**src/rtl/imm_gen_pipe_if.sv**
```systemverilog
// Purpose: bundles the decode-side and execute-side handshake of imm_gen_pipe.
// Latency: none, this is wiring only.
// Backpressure: carries in_ready and out_ready. The slave modport is the stage side and the master modport is the driver/consumer side.
interface imm_gen_pipe_if #(
    parameter int XLEN = 32
);
    logic            in_valid;   // instruction/format pair offered
    logic            in_ready;   // stage can accept
    logic [31:0]     In;         // instruction word (RVC in In[15:0])
    logic [3:0]      ImmSrc;     // format select
    logic            out_valid;  // Imm_Ext/err hold a result
    logic            out_ready;  // consumer accepts
    logic [XLEN-1:0] Imm_Ext;    // extended immediate
    logic            err;        // result came from an illegal ImmSrc

    modport slave (
        input  in_valid, In, ImmSrc, out_ready,
        output in_ready, out_valid, Imm_Ext, err
    );

    modport master (
        output in_valid, In, ImmSrc, out_ready,
        input  in_ready, out_valid, Imm_Ext, err
    );
endinterface

```
**src/rtl/imm_gen_pipe.sv**
```systemverilog
// Purpose: registered RISC-V immediate extractor/extender (I/S/B/J/U/SHAMT, optional RVC) to XLEN bits.
// Latency: 1 cycle, from acceptance edge to out_valid.
// Backpressure: a one-entry skid register absorbs one beat. in_ready is the registered "skid empty" flag.
// Ports: clk; rst (async, active-low); bus (imm_gen_pipe_if.slave) = in_valid/in_ready/In/ImmSrc, out_valid/out_ready/Imm_Ext/err.
// Config: define IMMGEN_RVC_EN to decode compressed formats on ImmSrc 1000-1011. Otherwise all 1xxx codes are illegal.
module imm_gen_pipe #(
    parameter int XLEN = 32   // 32 or 64
) (
    input  logic          clk,
    input  logic          rst,
    imm_gen_pipe_if.slave bus
);

    // ---------------- decode ----------------
    // Every format is built 64 bits wide and then truncated to XLEN.
    // This keeps the sign fill identical for both widths.
    logic [63:0]     imm_full;
    logic            dec_err;
    logic [XLEN-1:0] dec_imm;

    always_comb begin
        imm_full = '0;
        dec_err  = 1'b0;
        case (bus.ImmSrc)
            4'b0000: imm_full = {{52{bus.In[31]}}, bus.In[31:20]};
            4'b0001: imm_full = {{52{bus.In[31]}}, bus.In[31:25], bus.In[11:7]};
            4'b0010: imm_full = {{51{bus.In[31]}}, bus.In[31], bus.In[7],
                                 bus.In[30:25], bus.In[11:8], 1'b0};
            4'b0011: imm_full = {{43{bus.In[31]}}, bus.In[31], bus.In[19:12],
                                 bus.In[20], bus.In[30:21], 1'b0};
            4'b0100: imm_full = {{32{bus.In[31]}}, bus.In[31:12], 12'b0};
            4'b0101: imm_full = (XLEN == 64) ? {58'b0, bus.In[25:20]}
                                             : {59'b0, bus.In[24:20]};
`ifdef IMMGEN_RVC_EN
            4'b1000: imm_full = {{58{bus.In[12]}}, bus.In[12], bus.In[6:2]};
            4'b1001: imm_full = {57'b0, bus.In[5], bus.In[12:10], bus.In[6], 2'b0};
            4'b1010: imm_full = {{55{bus.In[12]}}, bus.In[12], bus.In[6:5], bus.In[2],
                                 bus.In[11:10], bus.In[4:3], 1'b0};
            4'b1011: imm_full = {{52{bus.In[12]}}, bus.In[12], bus.In[8], bus.In[10:9],
                                 bus.In[6], bus.In[7], bus.In[2], bus.In[11],
                                 bus.In[5:3], 1'b0};
`endif
            default: begin
                imm_full = '0;
                dec_err  = 1'b1;
            end
        endcase
    end

    assign dec_imm = imm_full[XLEN-1:0];

    // Opcode bits and the upper half of imm_full (XLEN=32) are deliberately unused.
    logic unused_bits;
    assign unused_bits = ^{bus.In[6:0], imm_full};

    // ---------------- handshake / storage ----------------
    logic            out_vld_q, out_vld_d;
    logic [XLEN-1:0] out_imm_q, out_imm_d;
    logic            out_err_q, out_err_d;
    logic            skd_vld_q, skd_vld_d;
    logic [XLEN-1:0] skd_imm_q, skd_imm_d;
    logic            skd_err_q, skd_err_d;

    logic in_rdy;
    logic in_xfer;
    logic out_xfer;

    assign in_rdy   = ~skd_vld_q;
    assign in_xfer  = bus.in_valid & in_rdy;
    assign out_xfer = out_vld_q & bus.out_ready;

    always_comb begin
        out_vld_d = out_vld_q;
        out_imm_d = out_imm_q;
        out_err_d = out_err_q;
        skd_vld_d = skd_vld_q;
        skd_imm_d = skd_imm_q;
        skd_err_d = skd_err_q;

        // Drain: the skid beat (if any) moves up behind the departing beat.
        if (out_xfer) begin
            if (skd_vld_q) begin
                out_imm_d = skd_imm_q;
                out_err_d = skd_err_q;
                skd_vld_d = 1'b0;
            end else begin
                out_vld_d = 1'b0;
            end
        end

        // Fill: in_xfer implies the skid is empty, so it never collides with
        // the skid-to-output move above.
        if (in_xfer) begin
            if (!out_vld_q || out_xfer) begin
                out_vld_d = 1'b1;
                out_imm_d = dec_imm;
                out_err_d = dec_err;
            end else begin
                skd_vld_d = 1'b1;
                skd_imm_d = dec_imm;
                skd_err_d = dec_err;
            end
        end
    end

    always_ff @(posedge clk or negedge rst) begin
        if (!rst) begin
            out_vld_q <= 1'b0;
            out_imm_q <= '0;
            out_err_q <= 1'b0;
            skd_vld_q <= 1'b0;
            skd_imm_q <= '0;
            skd_err_q <= 1'b0;
        end else begin
            out_vld_q <= out_vld_d;
            out_imm_q <= out_imm_d;
            out_err_q <= out_err_d;
            skd_vld_q <= skd_vld_d;
            skd_imm_q <= skd_imm_d;
            skd_err_q <= skd_err_d;
        end
    end

    assign bus.in_ready  = in_rdy;
    assign bus.out_valid = out_vld_q;
    assign bus.Imm_Ext   = out_imm_q;
    assign bus.err       = out_err_q;

endmodule

```
**src/flat_wrapper.sv**
```systemverilog
// flat-port wrapper written by rule: the top's interface ports become plain ports
module imm_gen_pipe_flat 
#(
    parameter int XLEN = 32              
)
  (clk, rst, bus_in_valid, bus_In, bus_ImmSrc, bus_out_ready, bus_in_ready, bus_out_valid, bus_Imm_Ext, bus_err);
  imm_gen_pipe_if #(.XLEN(XLEN)) bus_i ();
  input  logic clk;
  input  logic rst;
  input wire logic [$bits(bus_i.in_valid)-1:0] bus_in_valid;
  input wire logic [$bits(bus_i.In)-1:0] bus_In;
  input wire logic [$bits(bus_i.ImmSrc)-1:0] bus_ImmSrc;
  input wire logic [$bits(bus_i.out_ready)-1:0] bus_out_ready;
  output wire logic [$bits(bus_i.in_ready)-1:0] bus_in_ready;
  output wire logic [$bits(bus_i.out_valid)-1:0] bus_out_valid;
  output wire logic [$bits(bus_i.Imm_Ext)-1:0] bus_Imm_Ext;
  output wire logic [$bits(bus_i.err)-1:0] bus_err;
  assign bus_i.in_valid = bus_in_valid;
  assign bus_i.In = bus_In;
  assign bus_i.ImmSrc = bus_ImmSrc;
  assign bus_i.out_ready = bus_out_ready;
  assign bus_in_ready = bus_i.in_ready;
  assign bus_out_valid = bus_i.out_valid;
  assign bus_Imm_Ext = bus_i.Imm_Ext;
  assign bus_err = bus_i.err;
  imm_gen_pipe #(.XLEN(XLEN)) u_core (.clk(clk), .rst(rst), .bus(bus_i));
endmodule
```
**config.mk**
```make
export PLATFORM = sky130hd
export DESIGN_NAME = imm_gen_pipe_flat
export DESIGN_NICKNAME = d
export VERILOG_FILES = /design/src/rtl/imm_gen_pipe_if.sv /design/src/rtl/imm_gen_pipe.sv /design/src/flat_wrapper.sv
export SDC_FILE = /design/constraint.sdc
export NUM_CORES = 1
export LEC_CHECK = 0
export ABC_AREA = 1
export CAP_MARGIN = 10
export CORE_MARGIN = 10
export CORE_UTILIZATION = 40
export CTS_CLUSTER_SIZE = 30
export DETAILED_ROUTE_END_ITERATION = 8
export GPL_TIMING_DRIVEN = 0
export PLACE_DENSITY = 0.66
export SLEW_MARGIN = 15
export SYNTH_ARGS = -nofsm -noshare
export SYNTH_HDL_FRONTEND = slang
export SYNTH_SLANG_ARGS = --single-unit
```
**constraint.sdc**
```tcl
create_clock -name clk -period 3.1 [get_ports clk]
set_input_delay 0.31 -clock clk [delete_from_list [all_inputs] [get_ports clk]]
set_output_delay 0.31 -clock clk [all_outputs]
set_load 0.01 [all_outputs]
```
# --- Yosys cells after proc, flatten, opt, wreduce, memory -nomap -nowiden ---
# Cells that the tools add are included.
word_totals:
  ff_bits: 68
  input_bits: 40
  out_inout_bits: 35
  wordCells: 37
classes:
  n_eq_ne: 5
  n_mux: 17
  bitwise_logic: 4
  reduce_logical: 5
op_table:
  columns: ["cell", "count"]
  rows:
  - ["case mux 32 bit (6 select lines)", 1]
  - ["2-to-1 mux 32 bit", 4]
  - ["2-to-1 mux 1 bit", 12]
  - ["equality test 4 x 2 -> 1 bit (second input constant)", 2]
  - ["equality test 4 x 3 -> 1 bit (second input constant)", 2]
  - ["OR reduction 6 bit", 1]
  - ["equality test 4 x 1 -> 1 bit (second input constant)", 1]
  - ["zero test 4 bit", 1]
  - ["bitwise AND 1 bit", 2]
  - ["NOT 1 bit", 2]
  - ["AND reduction 2 bit", 1]
  - ["zero test 1 bit", 1]
  - ["logical OR 1 bit", 1]

# --- Logic depth before layout (Yosys ltp) ---
# Gate-level depths: netlist of the first run.
depth:
  word_depth: 5
  depth_mapped: 8
  ltp_nobuf: 8

# --- Least setup slack after synthesis of the first run ---
# OpenSTA, ideal clock, no wires.
synth_timing:
  path_kind: "register -> register"
  from: "register u_core.out_vld_q (netlist: u_core.bus.out_valid)"
  to: "register u_core.out_imm_q[3] (netlist: u_core.bus.Imm_Ext[3])"
  setup_time_ns: 0.121
  t_arrival_ns: 1.181
  required_time_ns: 2.979
  slack_ns: 1.798
  stages_incl_launch_ff: 7
  n_path_buf: 1
  synth_period_minus_slack_ns: 1.302
  cell_sequence: "dfrtp_1 -> nand2_1 -> nor2_2 -> buf_2 -> or2_2 -> o211ai_1 -> nand2_1"
synth_via:
  elab_chain_cells: 4
  elab_cells_between_ends: 6
  classes_between: "3 x mux; 1 x bitwise; 2 x reduce/logical"
synth_rtl:
  columns: ["element", "line", "source"]
  rows:
  - ["start, declared", "imm_gen_pipe.sv:57", "logic out_vld_q, out_vld_d;"]
  - ["start signal, assigned", "imm_gen_pipe.sv:115", "out_vld_q <= out_vld_d;"]
  - ["bitwise AND 1 bit or zero test 1 bit (tied branches)", "imm_gen_pipe.sv:70, imm_gen_pipe.sv:94", null]
  - ["2-to-1 mux 32 bit or logical OR 1 bit (tied branches)", "imm_gen_pipe.sv:81, imm_gen_pipe.sv:94", null]
  - ["2-to-1 mux 32 bit", "imm_gen_pipe.sv:94", "if (!out_vld_q || out_xfer) begin"]
  - ["2-to-1 mux 32 bit *", "imm_gen_pipe.sv:93", "if (in_xfer) begin"]
  - ["named net u_core.out_imm_d[3]", "imm_gen_pipe.sv:58", "logic [XLEN-1:0] out_imm_q, out_imm_d;"]
  - ["end signal, assigned", "imm_gen_pipe.sv:116", "out_imm_q <= out_imm_d;"]
  - ["end, declared", "imm_gen_pipe.sv:58", null]
# The timed path passes the listed nets; every way through them passes the cells marked *.
# A chain may end at the register's enable or synchronous reset.

# --- Worst setup path after layout of the first run ---
layout_timing:
  from: "register u_core.skd_vld_q"
  to: "output port bus_in_ready"
layout_via:
  elab_chain_cells: 1
layout_rtl:
  columns: ["element", "line", "source"]
  rows:
  - ["start, declared", "imm_gen_pipe.sv:60", "logic skd_vld_q, skd_vld_d;"]
  - ["start signal, assigned", "imm_gen_pipe.sv:118", "skd_vld_q <= skd_vld_d;"]
  - ["NOT 1 bit", "imm_gen_pipe.sv:68", "assign in_rdy = ~skd_vld_q;"]
  - ["end, declared", "flat_wrapper.sv:14", "output wire logic [$bits(bus_i.in_ready)-1:0] bus_in_ready;"]
# Every way passes these cells.

==> results.md, run 1 <==
- TritonRoute pass-1 iters: 5
- Port bufs: 67
- Synth Net Count: 460
- Final Critical Period: 1720 ps
- CTS Buffer Depth: 2
- Filler cells: 815
- Vias: 3,065
- Worst Hold Class: primary input to async pin
- Hold_ws: 443 ps
- Max stage delay on crit path: 550 ps
- Seq cells post-synth: 68
- Peak VDD IR: 0.000379 V
- Register Area: 0.00170 sq mm
- Area leader, netlist: dfrtp_1
- Async S/R FF share, synth: 1.00
- # resized after CTS: 0
- Core box area: 0.00818 sq mm
- Register-to-Register Setup Slack: 1520 ps
- CTS root buffer: clkbuf_8
- Final Setup Violations: 0
- Initial Util: 0.408
- Number of H-tree levels: 3
- DR vias/cell: 5.06
- Syn Area/Cell: 7.93 sq um
- Synthesized cell area: 0.00333 sq mm
- Synth unique cells: 23
- DRC viols: 0
- Post-synth top cells: nand2_1 (136), dfrtp_1 (68), o21ai_0 (61), inv_1 (33), nor2_1 (30)
- Routed WL per cell: 15.8 microns
- Routed WL: 9600 microns
- Worst-Skew Late Latency: 340 ps
- Post-synth EDFFs: 0
- WS Path Type: flop to output port
- CP cell instances: inv_1, clkdlybuf4s50_1
- Post-detail-place hpwl: 7100 microns
- # nets final: 540
- Die H: 111 microns
- Yosys Warn Count: 0
- GPL Wtd Cong: 0.846
- Fin. max-slew vios: 0
- Worst-Margin Slew: 511 ps
- CP Data Required Time: 2790 ps
- Crit share post-route: 0.554
- Multi-input logic area: 0.00136 sq mm
- ANT cells: 0
- Initial drt markers: 136
- Synth top area cells: dfrtp_1 (51%), nand2_1 (15%), o21ai_0 (9.2%)
- Setup_tns: 0 ps
- RSZ-0062 raised after global routing: false
- Main synth FF type: dfrtp_1
- Final Instance Count excl. Fillers: 606
- Crit. End Element: output port
- Worst-case clock skew: 3.30 ps
- Worst-path maximum fanout: 3
- Post-route setup slack: 1380 ps
- Worst EP arrival: 1410 ps
- CP Launch Type: flop
- CTS sink count: 68
- Setup WS pre-CTS: 1100 ps
- ANT nets after route: 0
- Fin. Hold Viols: 0
- Placed Cells: 593
- Total GRT Usage: 0.157
- Post-synth top area share: 0.511
- TritonCTS clock tree: built
- Fraction of layout cells with a size suffix above 1: 0.128
- Initial antenna violation count: 0
- Outcome: completed
- Fmax: 582 MHz
- Vias in the first global route: 3,055
- Top-count cell post-synth: nand2_1
- Die area: 0.0124 sq mm
- Worst relative slew slack: 0.659
- Aggregate global routing overflow: 0
- FP Rows: 33
- Largest net degree at the start of global routing: 39
- Gate Count Post-Synth: 420
- Max_cap viols: 0
- Pwr Density: 847 mW/mm^2
- Worst-path clk slew: 70 ps
- Register area share after synthesis: 0.511
- First-pass GRT wire length: 15,900 microns
- Area growth syn-to-layout: 29.3%
- Die W: 111 microns
- Cts bufs inserted: 9
- Leakage: 0.00206 uW
- # IOs: 75
- Slowest cell on the critical path: clkdlybuf4s50_1
path summary, 6_finish.rpt:
kind / depth (start not counted) / from / to
hold / removal: 2 / rst / u_core.skd_imm_q[27]$_DFFE_PN0P_
min in group clk: 2 / u_core.skd_imm_q[27]$_DFFE_PN0P_ / u_core.skd_imm_q[27]$_DFFE_PN0P_
setup / recovery: 2 / u_core.skd_vld_q$_DFF_PN0_ / bus_in_ready
max in group asynchronous: 3 / rst / u_core.bus.Imm_Ext[15]$_DFF_PN0_
hold reg to reg: 2 / u_core.skd_imm_q[27]$_DFFE_PN0P_ / u_core.skd_imm_q[27]$_DFFE_PN0P_
setup reg to reg: 5 / u_core.bus.out_valid$_DFF_PN0_ / u_core.bus.Imm_Ext[23]$_DFF_PN0_
sequential cells by signal, indices dropped and copies added, names as in the netlist:
| register | count |
|---|---|
| u_core.bus.out_valid | 1 |
| u_core.skd_imm_q | 32 |
| u_core.skd_vld_q | 1 |
| u_core.bus.Imm_Ext | 32 |
| u_core.skd_err_q | 1 |
| u_core.bus.err | 1 |
layer usage:
metal | wire, microns | GRT usage | vias up
li1 | - | - | 1493
met4 | 148 | 0.0523 | 0
met3 | 630 | 0.0471 | 16
met2 | 4380 | 0.247 | 89
met1 | 4450 | 0.200 | 1467
met5 | 0 | 0 | -
report_power, final:
part | total [uW] | internal (uW) | switching [uW]
combinational | 1550 | 726 | 825
sequential | 1490 | 1290 | 191
clock | 611 | 295 | 316
per-stage QoR:
stage	power (uW)	util	area [sq um]
6_report	3650	0.527	4310
5_1_grt	3920	0.527	4310
3_5_place_dp	3060	0.508	4150
3_3_place_gp	3020	0.506	4130
2_1_floorplan	2330	-	3330
4_1_cts	3680	0.527	4310
area by class of cell:
class                           instances  area share
Timing Repair Buffer                   69       0.162
Inverter                               39      0.0346
Tap cell                              105      0.0305
Buffer                                 19      0.0276
Clock buffer                           12      0.0337
Multi-Input combinational cell        294       0.316
Sequential cell                        68       0.395
worst max-delay path, delay by kind of cell, from the launching register on:
kind / cells / cell delay (ps)
flip-flops: 1 / 400
buffers and inverters: 2 / 660
cells in the final DEF, fill, tap and decap left out, types with 3 or more instances in the layout:
cell             netlist  final
nand2_1              136    136
dfrtp_1               68     68
clkdlybuf4s50_1        0     66
o21ai_0               61     61
inv_1                 33     33
nor2_1                30     30
nand3_1               13     13
buf_2                 11     11
clkbuf_8               0     10
or2_2                  8      8
a21oi_1                8      8
o21ai_2                7      7
a31oi_1                7      7
nand2_2                6      6
inv_2                  5      5
o21ai_1                5      5
nor2_4                 4      4
clkbuf_1               2      4
o211ai_1               4      4
buf_4                  3      4
buf_6                  3      3
nor2_2                 3      3
cells by family after synthesis:
group / after synthesis / synth area share
AOI/OAI and AO/OA: 92 / 0.152
buffers and inverters: 58 / 0.0804
and+or+nand+nor: 202 / 0.257
DFF: 68 / 0.511
repair_timing:
action	4_1_cts	5_1_grt
setup buffers	0	0
hold endpoints to repair	30	0
endpoints found under the setup margin	0	0
hold buffers	1	0
Note: power is estimated with default switching activity, not from simulation.
==> run 2, diff against run 1 <==
--- a/config.mk
+++ b/config.mk
@@ -12,7 +12,7 @@
 export CTS_CLUSTER_SIZE = 30
 export DETAILED_ROUTE_END_ITERATION = 8
 export GPL_TIMING_DRIVEN = 0
-export PLACE_DENSITY = 0.66
+export PLACE_DENSITY = 0.68
 export SLEW_MARGIN = 15
 export SYNTH_ARGS = -nofsm -noshare
 export SYNTH_HDL_FRONTEND = slang
==> constraint.sdc (replaced) <==
create_clock -name clk -period 1.51 [get_ports clk]
set_input_delay 0.151 -clock clk [delete_from_list [all_inputs] [get_ports clk]]
set_output_delay 0.151 -clock clk [all_outputs]
set_load 0.01 [all_outputs]
==> run 2 against run 1 <==
Compared with the run above:
- utilization grew 1.5 points
- final cell count is 0.99% higher
- critical endpoint is now bus_out_valid
- cell area rose by 2.8%
- die area unchanged
- largest cell class unchanged
- highest routed layer unchanged
- setup slack got worse by 1300 ps
- combinational power grew 110%
- clock skew grew 5.3 ps
==> results.md, run 2 (same netlist as run 1, synthesis figures left out) <==
- Vias: 3,048 (-0.55%)
- Total GRT Usage: 0.159 (+0.00132)
- Worst-Margin Slew: 426 ps (-85.3 ps)
- WS Path Type: flop to output port
- Max stage delay on crit path: 550 ps (about the same)
- Crit. End Element: output port
- Number of H-tree levels: 3 (unchanged)
- Leakage: 0.00211 uW (+2.5%)
- FP Rows: 33 (unchanged)
- Largest net degree at the start of global routing: 38 (-2.6%)
- Area growth syn-to-layout: 32.9%
- Area post-placement: 0.00415 sq mm (unchanged)
- Post-detail-place hpwl: 7050 microns (-0.75%)
- DRC viols: 0 (unchanged)
- TritonCTS clock tree: built
- Most frequent cells in the layout: nand2_1 (135), dfrtp_1 (68), clkdlybuf4s50_1 (65), o21ai_0 (61), inv_1 (33)
- Initial Util: 0.408 (unchanged)
- Peak VDD IR: 0.000712 V (+88%)
- Initial drt markers: 158 (+16%)
- Die area: 0.0124 sq mm (unchanged)
- Cts bufs inserted: 9 (unchanged)
- Die H: 111 microns (unchanged)
- CP Launch Type: flop
- CTS sink count: 68 (unchanged)
- Worst-path clk slew: 80 ps (about the same)
- ANT cells: 0 (unchanged)
- CP Data Required Time: 1360 ps (-1430 ps)
- Slowest cell on the critical path: clkdlybuf4s50_1
- Tot Pwr: 7740 uW (+110%)
- TritonRoute pass-1 iters: 4 (-1)
- Outcome: completed
- Filler cells: 794 (-2.6%)
- Worst EP arrival: 1290 ps (-120 ps)
- First-pass GRT wire length: 16,200 microns (+1.7%)
- Crit share post-route: 0.956
- Worst Hold Class: primary input to async pin
- Final Cell Area: 0.00443 sq mm (+2.8%)
- Vias in the first global route: 3,154 (+3.2%)
- CTS Buffer Depth: 2 (unchanged)
- ANT nets after route: 0 (unchanged)
- Worst-Skew Late Latency: 340 ps (about the same)
- Final Setup Violations: 0 (unchanged)
- CP cell instances: clkdlybuf4s50_1
- Fmax: 693 MHz
- Register Area: 0.00170 sq mm (unchanged)
- Commonest non-fill, non-tap cell in the layout: nand2_1
- Aggregate global routing overflow: 0 (unchanged)
- CTS root buffer: clkbuf_8
- Crit path buf inv count: 1 (-1)
- Setup_tns: 0 ps (unchanged)
- Port bufs: 67 (unchanged)
- # nets final: 542 (+0.37%)
- RSZ-0062 raised after global routing: true
- Initial antenna violation count: 0 (unchanged)
- Layout Utilization: 0.542 (+0.0148)
- Fraction of layout cells with a size suffix above 1: 0.150 (+0.0222)
- Worst-path maximum fanout: 3 (unchanged)
- Max_cap viols: 0 (unchanged)
- Routed WL per cell: 15.8 microns (-0.59%)
- DR vias/cell: 4.98 (-1.5%)
- # IOs: 75 (unchanged)
- Routed WL: 9640 microns (+0.40%)
- Fin. max-slew vios: 0 (unchanged)
- Hold_ws: 298 ps (-146 ps)
- Top delay family on crit path: buffers and inverters
- Fin. Hold Viols: 0 (unchanged)
- Register-to-Register Setup Slack: 70 ps (-1450 ps)
- Worst-case clock skew: 8.63 ps (+5.33 ps)
- Core box area: 0.00818 sq mm (unchanged)
- Multi-input logic area: 0.00138 sq mm (+1.5%)
- Worst relative slew slack: 0.716 (+0.0572)
- Die W: 111 microns (unchanged)
- Pwr Density: 1750 mW/mm^2 (+110%)
- Final Critical Period: 1440 ps
- GPL Wtd Cong: 0.853 (+0.80%)
-- run 2: cell types whose count changed in the layout (fill, tap and decap cells not counted), moves of 3 or more --
| cell | previous run | this run |
|---|---|---|
| buf_2 | 11 | 3 |
| clkbuf_4 | 0 | 5 |
| buf_6 | 3 | 7 |
| clkbuf_1 | 4 | 0 |
| clkinv_2 | 0 | 3 |
-- run 2: path summary, 6_finish.rpt --
kind,startpoint,endpoint,cells past startpoint
worst max register to register,u_core.bus.out_valid$_DFF_PN0_,u_core.bus.Imm_Ext[0]$_DFF_PN0_,7
max in group asynchronous,rst,u_core.skd_imm_q[19]$_DFFE_PN0P_,3
worst max-delay path,u_core.bus.out_valid$_DFF_PN0_,bus_out_valid,1
min in group clk,bus_In[12],u_core.skd_imm_q[12]$_DFFE_PN0P_,3
worst min register to register,u_core.skd_imm_q[26]$_DFFE_PN0P_,u_core.skd_imm_q[26]$_DFFE_PN0P_,2
worst min-delay path,rst,u_core.bus.Imm_Ext[24]$_DFF_PN0_,2
-- run 2: per-stage QoR --
step                setup WS, ps  instances
floorplan                    208        420
global placement           -2030        592
detailed placement          -334        593
CTS                       -0.457        610
global route               -44.0        612
finish                      66.4        612
-- run 2: report_power, final --
part           leakage [uW]  total (uW)  switching, uW  internal, uW
logic               0.00114        3290           1740          1550
clock network     0.0000982        1400            674           722
registers          0.000870        3050            399          2660
-- run 2: per-layer routing --
metal | part of all wire | track usage
met4 | 0.011 | 0.0540
met3 | 0.064 | 0.0422
met2 | 0.43 | 0.237
met1 | 0.49 | 0.215
met5 | 0 | 0
-- run 2: area by class of cell --
class / instances / share of cell area
clock inverter: 4 / 0.00509
clock buffer: 12 / 0.0373
buffer: 18 / 0.0342
multi-input combinational: 294 / 0.312
inverter: 39 / 0.0348
timing repair buffer: 72 / 0.162
sequential: 68 / 0.384
tap: 105 / 0.0297
-- run 2: repair_timing --
action,CTS,global route
setup buffers,0,3
pin swaps,0,3
resized for setup,6,18
hold endpoints to repair,31,0
endpoints found under the setup margin,24,57
hold buffers,1,0
==> run 3, diff against run 2 <==
--- a/config.mk
+++ b/config.mk
@@ -13,6 +13,7 @@
 export DETAILED_ROUTE_END_ITERATION = 8
 export GPL_TIMING_DRIVEN = 0
 export PLACE_DENSITY = 0.68
+export SETUP_SLACK_MARGIN = 0.05
 export SLEW_MARGIN = 15
 export SYNTH_ARGS = -nofsm -noshare
 export SYNTH_HDL_FRONTEND = slang
==> run 3 against run 2 <==
Compared with the run above:
- sequential cell count stayed put
- count of clock-buffer cells in the layout stayed put
- critical path depth stayed put
==> results.md, run 3 (same netlist as run 1, synthesis figures left out) <==
- Fraction of layout cells with a size suffix above 1: 0.162 (+0.0119)
- TritonRoute pass-1 iters: 4 (unchanged)
- # nets final: 548 (+1.1%)
- Hold_ws: 294 ps (-3.54 ps)
- Peak VDD IR: 0.000703 V (-1.3%)
- Initial antenna violation count: 0 (unchanged)
- Worst-case clock skew: 9.50 ps (+0.877 ps)
- Top delay family on crit path: buffers and inverters
- Core box area: 0.00818 sq mm (unchanged)
- RSZ-0062 raised after global routing: true
- Tot Pwr: 7810 uW (+0.87%)
- ANT nets after route: 0 (unchanged)
- Filler cells: 784 (-1.3%)
- Worst EP arrival: 1270 ps (-20 ps)
- Cells on worst reg2reg path: 7 (unchanged)
- Initial drt markers: 176 (+11%)
- Commonest non-fill, non-tap cell in the layout: nand2_1
- Routed WL: 9690 microns (+0.46%)
- Max_cap viols: 0 (unchanged)
- Slowest cell on the critical path: clkdlybuf4s50_1
- Worst Hold Class: primary input to async pin
- Crit path buf inv count: 1 (unchanged)
- GPL Wtd Cong: 0.853 (unchanged)
- CP cell instances: clkdlybuf4s50_1
- Worst relative slew slack: 0.712 (-0.00387)
- Met3 wire length: 646 microns (+4.2%)
- Fmax: 706 MHz (+1.9%)
- TritonCTS clock tree: built
- R2R Path Start: u_core.skd_vld_q$_DFF_PN0_
- Pwr Density: 1730 mW/mm^2 (-0.92%)
- Worst-Margin Slew: 432 ps (+5.81 ps)
- Aggregate global routing overflow: 0 (unchanged)
- First-pass GRT wire length: 16,200 microns (+0.30%)
- Fin. Hold Viols: 0 (unchanged)
- Vias in the first global route: 3,158 (+0.13%)
- Largest net degree at the start of global routing: 38 (unchanged)
- Worst-path maximum fanout: 2 (-1)
- Area growth syn-to-layout: 35.3%
- Die area: 0.0124 sq mm (unchanged)
- Routed WL per cell: 15.7 microns (-0.52%)
- Vias: 3,072 (+0.79%)
- Most frequent cells in the layout: nand2_1 (135), dfrtp_1 (68), o21ai_0 (60), clkdlybuf4s50_1 (60), inv_1 (32)
- Register Area: 0.00170 sq mm (unchanged)
- Port bufs: 67 (unchanged)
- Register-to-Register Setup Slack: 120 ps (+50 ps)
- CP Data Required Time: 1360 ps (about the same)
- CTS Buffer Depth: 2 (unchanged)
- CTS root buffer: clkbuf_8
- Post-detail-place hpwl: 7050 microns (unchanged)
- Worst-Skew Late Latency: 350 ps (about the same)
- Outcome: completed
- CP Launch Type: flop
- Total GRT Usage: 0.159 (+0.000561)
- Met2 WL: 4260 microns (+1.6%)
- Fin. max-slew vios: 0 (unchanged)
- Max stage delay on crit path: 560 ps (about the same)
- Post-route met1 wirelength: 4670 microns (-1.3%)
- CTS sink count: 68 (unchanged)
- DRC viols: 0 (unchanged)
- Initial Util: 0.408 (unchanged)
- Worst-path clk slew: 70 ps (about the same)
- Crit. End Element: output port
- Critical path depth in cells: 1 (unchanged)
- Setup_tns: 0 ps (unchanged)
- Cts bufs inserted: 9 (unchanged)
- DR vias/cell: 4.97 (-0.19%)
- Number of H-tree levels: 3 (unchanged)
- Die W: 111 microns (unchanged)
- Crit share post-route: 0.938 (-0.0182)
- # IOs: 75 (unchanged)
- Die H: 111 microns (unchanged)
- Leakage: 0.00221 uW (+4.7%)
- ANT cells: 0 (unchanged)
- R2R Path End: u_core.bus.Imm_Ext[0]$_DFF_PN0_
- Multi-input logic area: 0.00139 sq mm (+0.72%)
- WS Path Type: flop to output port
- Layout Utilization: 0.551 (+0.00979)
- Final Critical Period: 1420 ps (-27.5 ps)
- Top Layer Used: met4
- Final Setup Violations: 0 (unchanged)
- FP Rows: 33 (unchanged)
run 3: metrics by stage:
step	setup WS, ps	cell area, sq um	cells
finish	93.9	4510	618
global route	19.6	4510	618
CTS	44.2	4370	610
detailed placement	-334	4150	593
global placement	-2030	4130	592
floorplan	208	3330	420
run 3: repair_timing:
item	4_1_cts	5_1_grt
gates resized for setup	10	29
pin swaps	0	6
endpoints found under the hold margin	31	0
hold buffers	1	0
setup buffers	0	8
setup endpoints to repair	45	59
run 3: how the worst max path moves through the flow:
stage,from,endpoint,slack [ps]
floorplan,u_core.bus.out_valid$_DFF_PN0_,u_core.bus.Imm_Ext[3]$_DFF_PN0_,210
global placement,rst,u_core.skd_imm_q[13]$_DFFE_PN0P_,-2030
detailed placement,bus_out_ready,u_core.bus.Imm_Ext[25]$_DFF_PN0_,-330
CTS,u_core.bus.out_valid$_DFF_PN0_,u_core.bus.Imm_Ext[17]$_DFF_PN0_,40
global route,u_core.bus.out_valid$_DFF_PN0_,u_core.skd_imm_q[30]$_DFFE_PN0P_,20
finish,u_core.bus.Imm_Ext[21]$_DFF_PN0_,bus_Imm_Ext[21],90
run 3: power breakdown:
group          total, uW  internal, uW  switching (uW)  leakage (uW)
Clock               1400           722             678     0.0000982
Sequential          3060          2660             403      0.000870
Combinational       3350          1590            1760       0.00124
Total               7810          4970            2840       0.00221
run 3: layer usage:
metal,track usage,vias to the layer above
li1,-,1514
met5,0,-
met1,0.215,1450
met2,0.239,97
met4,0.0540,0
met3,0.0422,11
run 3: final cells by class:
class	instances	area share
inverters	39	0.0352
clock buffers	12	0.0366
plain buffers	19	0.0369
well taps	105	0.0291
multi-input cells	294	0.309
clock inverters	4	0.00500
flip-flops and latches	68	0.377
repair buffers	77	0.171
run 3: worst reg2reg max path, stage by stage, from the launching register on:
cell and delay, ps:
dfrtp_1 430, nor2_4 110, buf_4 130, nand2_4 90
buf_4 190, buf_6 150, o211ai_1 90, nand2_1 80
